--- src/rtl/fb_controller.sv ---
// rtl/fb_controller.sv - Avalon-MM to pixel-memory engine command bridge (optional FB_BOUNDS_CHECK_EN)
module fb_controller #(
    parameter int WIDTH  = 640,
    parameter int HEIGHT = 480
) (
    input  logic        clk,
    input  logic        rst,
    input  logic [63:0] ava_writedata,
    input  logic        ava_write,
    input  logic        ava_read,
    output logic        ava_waitrequest,
    output logic [63:0] ava_readdata,
    output logic        ava_readdatavalid,
    output logic        do_write,
    output logic        do_read,
    output logic [15:0] pix_x,
    output logic [15:0] pix_y,
    output logic [31:0] write_rgb,
    input  logic [31:0] read_rgb,
    input  logic        busy,
    input  logic        done
);

    typedef enum logic [2:0] {
        IDLE,
        WR_REQ,
        WR_WAIT,
        RD_REQ,
        RD_WAIT,
        RD_RESP
    } state_t;

`ifdef FB_BOUNDS_CHECK_EN
    localparam bit BOUNDS_EN = 1'b1;
`else
    localparam bit BOUNDS_EN = 1'b0;
`endif

    state_t      state;
    logic [11:0] x_q;
    logic [11:0] y_q;
    logic [31:0] rgb_q;
    logic        out_of_range;
    logic        unused_cmd_bits;

    // Top byte of the command word carries nothing for this block.
    assign unused_cmd_bits = ^ava_writedata[63:56];

    // Latched coordinates outside the frame are dropped when bounds checking is built in.
    assign out_of_range = BOUNDS_EN &&
                          ((32'(x_q) >= 32'(WIDTH)) || (32'(y_q) >= 32'(HEIGHT)));

    assign pix_x     = {4'd0, x_q};
    assign pix_y     = {4'd0, y_q};
    assign write_rgb = rgb_q;

    // Requests are only taken in IDLE; held high throughout reset.
    assign ava_waitrequest = (state != IDLE) || !rst;

    // Engine commands are decoded from the REQ states so they can never leak into other states.
    assign do_write = (state == WR_REQ) && !busy && !out_of_range;
    assign do_read  = (state == RD_REQ) && !busy && !out_of_range;

    // Main transaction FSM with the command latch and read response registers.
    always_ff @(posedge clk or negedge rst) begin
        if (!rst) begin
            state             <= IDLE;
            x_q               <= '0;
            y_q               <= '0;
            rgb_q             <= '0;
            ava_readdata      <= '0;
            ava_readdatavalid <= 1'b0;
        end else begin
            ava_readdatavalid <= 1'b0;
            case (state)
                IDLE: begin
                    if (ava_write || ava_read) begin
                        x_q   <= ava_writedata[55:44];
                        y_q   <= ava_writedata[43:32];
                        rgb_q <= ava_writedata[31:0];
                        // Write has priority; a concurrent read waits under waitrequest.
                        state <= ava_write ? WR_REQ : RD_REQ;
                    end
                end
                WR_REQ: begin
                    if (out_of_range) begin
                        state <= IDLE;
                    end else if (!busy) begin
                        state <= WR_WAIT;
                    end
                end
                WR_WAIT: begin
                    if (done) begin
                        state <= IDLE;
                    end
                end
                RD_REQ: begin
                    if (out_of_range) begin
                        ava_readdata      <= {8'h00, x_q, y_q, 32'h0};
                        ava_readdatavalid <= 1'b1;
                        state             <= RD_RESP;
                    end else if (!busy) begin
                        state <= RD_WAIT;
                    end
                end
                RD_WAIT: begin
                    if (done) begin
                        ava_readdata      <= {8'h00, x_q, y_q, read_rgb};
                        ava_readdatavalid <= 1'b1;
                        state             <= RD_RESP;
                    end
                end
                RD_RESP: begin
                    state <= IDLE;
                end
                default: begin
                    state <= IDLE;
                end
            endcase
        end
    end

endmodule

--- config.mk ---
export PLATFORM = sky130hd
export DESIGN_NAME = fb_controller
export DESIGN_NICKNAME = d
export VERILOG_FILES = /design/src/rtl/fb_controller.sv
export SDC_FILE = /design/constraint.sdc
export NUM_CORES = 1
export LEC_CHECK = 0
export BUFFER_PORTS_ARGS = -buffer_cell sky130_fd_sc_hd__buf_2
export CORE_UTILIZATION = 31
export DETAILED_ROUTE_END_ITERATION = 16
export GPL_ROUTABILITY_DRIVEN = 0
export PLACE_DENSITY = 0.67
export SLEW_MARGIN = 20
export SYNTH_ARGS = -nofsm -noshare
export SYNTH_HDL_FRONTEND = slang
export SYNTH_SLANG_ARGS = --single-unit
export TNS_END_PERCENT = 10
--- constraint.sdc ---
create_clock -name clk -period 4 [get_ports clk]
set_clock_uncertainty 0.05 [all_clocks]
set_input_delay 0.2 -clock clk [delete_from_list [all_inputs] [get_ports clk]]
set_output_delay 0.2 -clock clk [all_outputs]
set_load 0.01 [all_outputs]
==> results of run 1 <==
repair_timing:
item                                   CTS  global route
endpoints found under the hold margin  114             0
hold buffers                            88             0
setup endpoints to repair                0             0
through the flow:
| step | std cells | hold WS, ns |
|---|---|---|
| floorplan | 290 | -0.146 |
| global placement | 654 | 0.0899 |
| detailed placement | 654 | 0.105 |
| CTS | 772 | 0.0168 |
| global route | 772 | 0.0174 |
| finish | 772 | 0.0340 |
power by group:
group          total, mW  switching (mW)  internal, mW
clock               1.44           0.481         0.955
combinational       2.04           0.910          1.13
sequential          2.09           0.339          1.75
total               5.56            1.73          3.83
logic make-up after synthesis:
family / count (synthesis) / share of synthesized area [%]
xor gates and xnor gates: 1 / 0.192
AOI/OAI and AO/OA: 5 / 0.877
other: 1 / 0.0821
DFF: 116 / 63.5
and+or+nand+nor: 9 / 1.18
muxes: 112 / 29.3
buffers and inverters: 31 / 4.88
per-layer routing:
metal	wire [microns]	vias up	global-route usage (%)
li1	-	1550	-
met1	4410	1633	15.9
met2	6360	135	28.9
met3	685	19	4.94
met4	206	0	6.93
met5	0	-	0
worst paths after layout:
path,from,to,cells after the start
worst max-delay path,state[1],ava_readdata[18],4
worst min-delay path,ava_writedata[37],y_q[5],2
worst max register to register,state[1],ava_readdata[18],4
worst min register to register,ava_readdata[22],ava_readdata[22],1
max in group asynchronous,rst,ava_readdata[35],3
min in group asynchronous,rst,x_q[4],2
layout make-up:
cell class	count	area, sq um
timing repair buffer	302	1980
clock buffer	25	485
fill	1181	6970
inverter	1	3.75
tap	180	225
multi-input combinational	143	1510
clock inverter	5	75.1
sequential	116	2900
flip-flops by register name, summed over array words and instances (netlist names):
register / count
ava_readdata: 56
ava_readdatavalid: 1
state: 3
y_q: 12
x_q: 12
write_rgb: 32
cell usage after synthesis (all sizes together) (3+ instances only):
cell type  count  area (sq um)
nor2           3          11.3
buf           30           219
mux2         112          1340
dfrtp        116          2900
==> flow_summary_export.csv, run 1 <==
group,metric,value,unit
outcome,outcome,"finished, final reports clean",
critical_path,crit_path_end_kind,"register",
layout,nNetsFinal,683,
critical_path,reg2reg_slack,1.76,ns
timing,rsz0062_at_grt,"no",
global_routing,antenna_found_initial,0,
timing,fin_crit_sh,56.0,%
critical_path,critPathBufInv,1,
clock_network,cts_inserted_buffers,17,
critical_path,critical_path.top_delay_family,"simple AND/OR/NAND/NOR gates",
clock_network,post_cts_buffers,0,
synth,syn_inst,275,
timing,min_period,2.24,ns
synth,synth-main-ff-cell,"dfrtp_1",
layout,fin_area,7180,sq um
layout,drive_gt1_share,59.6,%
min_path,hp-class,"primary input to register",
synth,synth_edf_count,0,
global_routing,track_usage,15.6,%
die,std_cell_rows,43,
critical_path,cp.arrival,2.46,ns
clock_network,cts.sinks,116,
timing,worst_slew_pin_slew,0.694,ns
synth,syn_area,4570,sq um
clock_network,cts_tree,"built",
clock_network,cts-resized-gates,0,
critical_path,crit_required,4.22,ns
power,p_leak,3.56,nW
placed_design,hpwlAfterDp,7150,microns
layout,final_common_cell,"buf_2",
timing,setup_viol,0,
routing,drt-pass1-iter-count,3,
clock_network,cts-root-buf,"clkbuf_16",
die,die_area,15200,sq um
critical_path,critPathKind,"register to register",
flow_run,maxCapViolations,0,
die,die_y,123,microns
placed_design,port_buffers,209,
synth,yosys_warnings,0,
timing,setup_ws,1.76,ns
global_routing,grt_start_max_net_pins,48,
global_routing,grt_pass1_vias,3639,
routing,routedWlPerCell,15.1,microns
placed_design,place_ws,1.75,ns
routing,routed-via-count,3337,
clock_network,clockBufferDepth,2,
timing,tns,0,ns
global_routing,grt_overflow,0,
critical_path,max_stage_delay,0.67,ns
layout,diodes,0,
die,io_pins,234,
die,start_util,32.3,%
critical_path,worst-path-max-fanout,37,
routing,drt_iter0_drc,138,
timing,hold_violations,0,
die,coreArea,14100,sq um
routing,postRouteAntennaNets,0,
power,power_density,775,nW/um^2
critical_path,critPathSlowestCell,"and3_2",
power,power,5.56,mW
synth,yosysUniqueCellTypes,21,
synth,ys_async_sr_fraction,100,%
global_routing,grt_pass1_wl,17600,microns
routing,via_per_inst,4.32,
clock_network,htreeDepth,4,
placed_design,place_area,5740,sq um
layout,final_util,50.7,%
synth,syn_area_per_cell,16.6,sq um
clock_network,clock_latency,0.40,ns
layout,final_cell_mix,"208 x buf_2, 116 x dfrtp_1, 92 x mux2_2",
critical_path,path_cells,"nor2_1 -> and3_2 -> buf_12 -> mux2_2",
power,vdd.ir_drop.worst,0.447,mV
routing,drcViolationCount,0,
layout,syn2layout_area_growth,57.1,%
critical_path,worstSetupStartpointType,"register",
synth,seq_area_frac_synth,63.5,%
timing,max_freq,447,MHz
routing,drt_wl_total,11700,microns
timing,relSlewSlack,53.7,%
die,die_w,123,microns
timing,drv_slew,0,
synth,yosys_register_bits,116,
clock_network,clkTransAtPathRegs,0.05,ns
(Power assumes the default switching activity.)
==> run 2: changes to the inputs <==
--- a/config.mk
+++ b/config.mk
@@ -5,11 +5,12 @@
 export SDC_FILE = /design/constraint.sdc
 export NUM_CORES = 1
 export LEC_CHECK = 0
+export ABC_AREA = 1
 export BUFFER_PORTS_ARGS = -buffer_cell sky130_fd_sc_hd__buf_2
 export CORE_UTILIZATION = 31
 export DETAILED_ROUTE_END_ITERATION = 16
 export GPL_ROUTABILITY_DRIVEN = 0
-export PLACE_DENSITY = 0.67
+export PLACE_DENSITY = 0.69
 export SLEW_MARGIN = 20
 export SYNTH_ARGS = -nofsm -noshare
 export SYNTH_HDL_FRONTEND = slang
==> constraint.sdc (replaced) <==
create_clock -name clk -period 1.9 [get_ports clk]
set_clock_uncertainty 0.05 [all_clocks]
set_input_delay 0.095 -clock clk [delete_from_list [all_inputs] [get_ports clk]]
set_output_delay 0.095 -clock clk [all_outputs]
set_load 0.01 [all_outputs]
==> run 2 against run 1 <==
Effect of this change: register-to-register slack got worse by 1.6 ns; via count increased by 30%; area after synthesis increased by 4.2%; combinational power increased by 110%; critical endpoint is now state[1]; largest power group unchanged.
==> flow_summary_export.csv, run 2 <==
group,metric,value,unit
global_routing,grt_pass1_vias,4293,
routing,drt-pass1-iter-count,4,
critical_path,worstSetupStartpointType,"register",
timing,drv_slew,0,
synth,synth_top_cell_area_share,61.0,%
layout,largest_reg_flops,56,
clock_network,cts_inserted_buffers,17,
clock_network,cts-root-buf,"clkbuf_16",
critical_path,critPathKind,"register to register",
timing,fin_crit_sh,90.4,%
synth,synth_commonest_cells,"233 x nand2_1, 116 x dfrtp_1, 60 x inv_1, 30 x o21ai_0, 18 x buf_4",
timing,min_period,1.72,ns
critical_path,crit_required,2.21,ns
critical_path,max_stage_delay,0.56,ns
min_path,hp-start,"ava_read",
min_path,holdPathEnd,"state[0]",
critical_path,reg2reg_depth,6,
layout,drive_gt1_share,31.0,%
die,die_w,126,microns
critical_path,reg2reg_slack,0.18,ns
critical_path,path_cells,"inv_1 -> nand3_1 -> inv_1 -> a21oi_1 -> dlygate4sd3_1 -> nand2_1",
min_path,hp-class,"primary input to register",
layout,regArea,2900,sq um
critical_path,cp.arrival,2.03,ns
die,coreArea,14800,sq um
routing,drt_wl_total,13100,microns
clock_network,clockBufferDepth,2,
layout,multi_input_area,1380,sq um
placed_design,place_area,5900,sq um
timing,hold_violations,0,
placed_design,port_buffers,209,
layout,fill_cells,1319,
synth,seq_area_frac_synth,61.0,%
layout,final_common_cell,"nand2_1",
clock_network,post_cts_buffers,0,
global_routing,grt_overflow,0,
routing,routed-via-count,4331,
die,io_pins,234,
critical_path,worst-path-max-fanout,8,
layout,nNetsFinal,933,
routing,drcViolationCount,0,
synth,syn_area,4760,sq um
power,vdd.ir_drop.worst,0.683,mV
routing,drt_iter0_drc,226,
critical_path,crit_path_end_kind,"register",
critical_path,critPathSlowestCell,"dlygate4sd3_1",
die,die_area,15900,sq um
clock_network,htreeDepth,4,
timing,rsz0062_at_grt,"no",
die,start_util,32.3,%
synth,synth_most_common_cell,"nand2_1",
synth,yosys_register_bits,116,
synth,synth_area_leaders,"dfrtp_1 61%, nand2_1 18%, inv_1 4.7%",
clock_network,clkTransAtPathRegs,0.05,ns
layout,syn2layout_area_growth,56.4,%
min_path,hold_depth,5,
critical_path,timing.rr.end,"state[1]",
timing,tns,0,ns
clock_network,cts.sinks,116,
synth,synth_edf_count,0,
critical_path,regToRegStartpoint,"state[2]",
die,die_y,126,microns
layout,final_cell_mix,"233 x nand2_1, 208 x buf_2, 116 x dfrtp_1",
synth,ys_async_sr_fraction,100,%
layout,fin_area,7450,sq um
layout,top_register,"ava_readdata",
synth,syn_area_per_cell,9.01,sq um
global_routing,track_usage,16.9,%
synth,synth_top_cell_by_area,"dfrtp_1",
global_routing,antenna_found_initial,1,
clock_network,clock_latency,0.42,ns
flow_run,maxCapViolations,0,
critical_path,cp_common_cell,"inv_1",
synth,yosysUniqueCellTypes,21,
clock_network,cts_tree,"built",
outcome,outcome,"finished, final reports clean",
routing,via_per_inst,4.21,
power,power_density,1590,nW/um^2
global_routing,grt_start_max_net_pins,81,
synth,syn_inst,528,
global_routing,grt_pass1_wl,20800,microns
die,std_cell_rows,44,
power,p_leak,4.24,nW
placed_design,hpwlAfterDp,7900,microns
critical_path,critPathBufInv,3,
timing,setup_viol,0,
critical_path,critical_path.top_delay_family,"buffers and inverters",
routing,routedWlPerCell,12.8,microns
synth,yosys_warnings,0,
synth,synth-main-ff-cell,"dfrtp_1",
routing,postRouteAntennaNets,0,
timing,max_freq,582,MHz
run 2: cell count changes after synthesis, moves of 17 or more:
| cell | delta |
|---|---|
| nand2_1 | +232 |
| mux2_2 | -92 |
| inv_1 | +59 |
| o21ai_0 | +30 |
| mux2_4 | -20 |
| o21ai_1 | +17 |
run 2: routing by layer:
| layer | wire length (microns) | GRT usage, % | vias up |
|---|---|---|---|
| met1 | 5580 | 19.2 | 1988 |
| li1 | - | - | 2171 |
| met2 | 6560 | 29.0 | 154 |
| met4 | 219 | 7.30 | 0 |
| met3 | 766 | 5.48 | 18 |
| met5 | 0 | 0 | - |
run 2: timing repair:
item                                   4_1_cts  5_1_grt
endpoints found under the hold margin      208        0
gates resized for setup                      0        0
hold buffers                                92        0
run 2: cell type report:
type	count	area share, %
clock inverter	13	2.45
tap	184	3.09
multi-input combinational	326	18.5
clock buffer	19	5.95
sequential	116	39.0
antenna	1	0.0336
timing repair buffer	309	27.9
inverter	61	3.08
run 2: through the flow:
step | instances | total power [mW] | setup WS [ns] | hold slack (ns) | util, %
4_1_cts | 1028 | 11.9 | 0.193 | 0.0562 | 50.4
3_5_place_dp | 904 | 8.36 | 0.408 | 0.142 | 40.0
3_3_place_gp | 904 | 8.24 | 0.426 | 0.138 | 40.0
2_1_floorplan | 543 | 6.74 | 0.592 | -0.251 | -
5_1_grt | 1029 | 12.7 | 0.0674 | 0.0959 | 50.5
6_report | 1029 | 11.8 | 0.182 | 0.0635 | 50.5
run 2: how the worst max path moves through the flow:
| stage | slack, ns | from | depth (start not counted) | endpoint |
|---|---|---|---|---|
| finish | 0.18 | state[2] | 6 | state[1] |
| global route | 0.07 | state[2] | 6 | state[1] |
| CTS | 0.19 | state[2] | 6 | state[1] |
| detailed placement | 0.41 | state[0] | 5 | ava_readdata[38] |
| global placement | 0.43 | state[0] | 5 | ava_readdata[38] |
| floorplan | 0.59 | state[0] | 6 | x_q[0] |
run 2: cells by family (layout without fill, tap and decap cells):
| group | Yosys count | count (layout) | share of synthesized area, % |
|---|---|---|---|
| compound gates | 57 | 57 | 6.70 |
| buf+inv | 101 | 402 | 11.5 |
| flops | 116 | 116 | 61.0 |
| other cells | 1 | 17 | 0.0788 |
| simple gates | 253 | 253 | 20.8 |
run 2: tightest hold or removal path: cells and delay by family:
family,cells,cell delay (ns)
buf+inv,1,0.08
simple gates,4,0.34
run 2: power breakdown:
group / internal [mW] / switching (mW)
clock network: 2.22 / 1.12
logic: 1.74 / 2.46
registers: 3.63 / 0.672
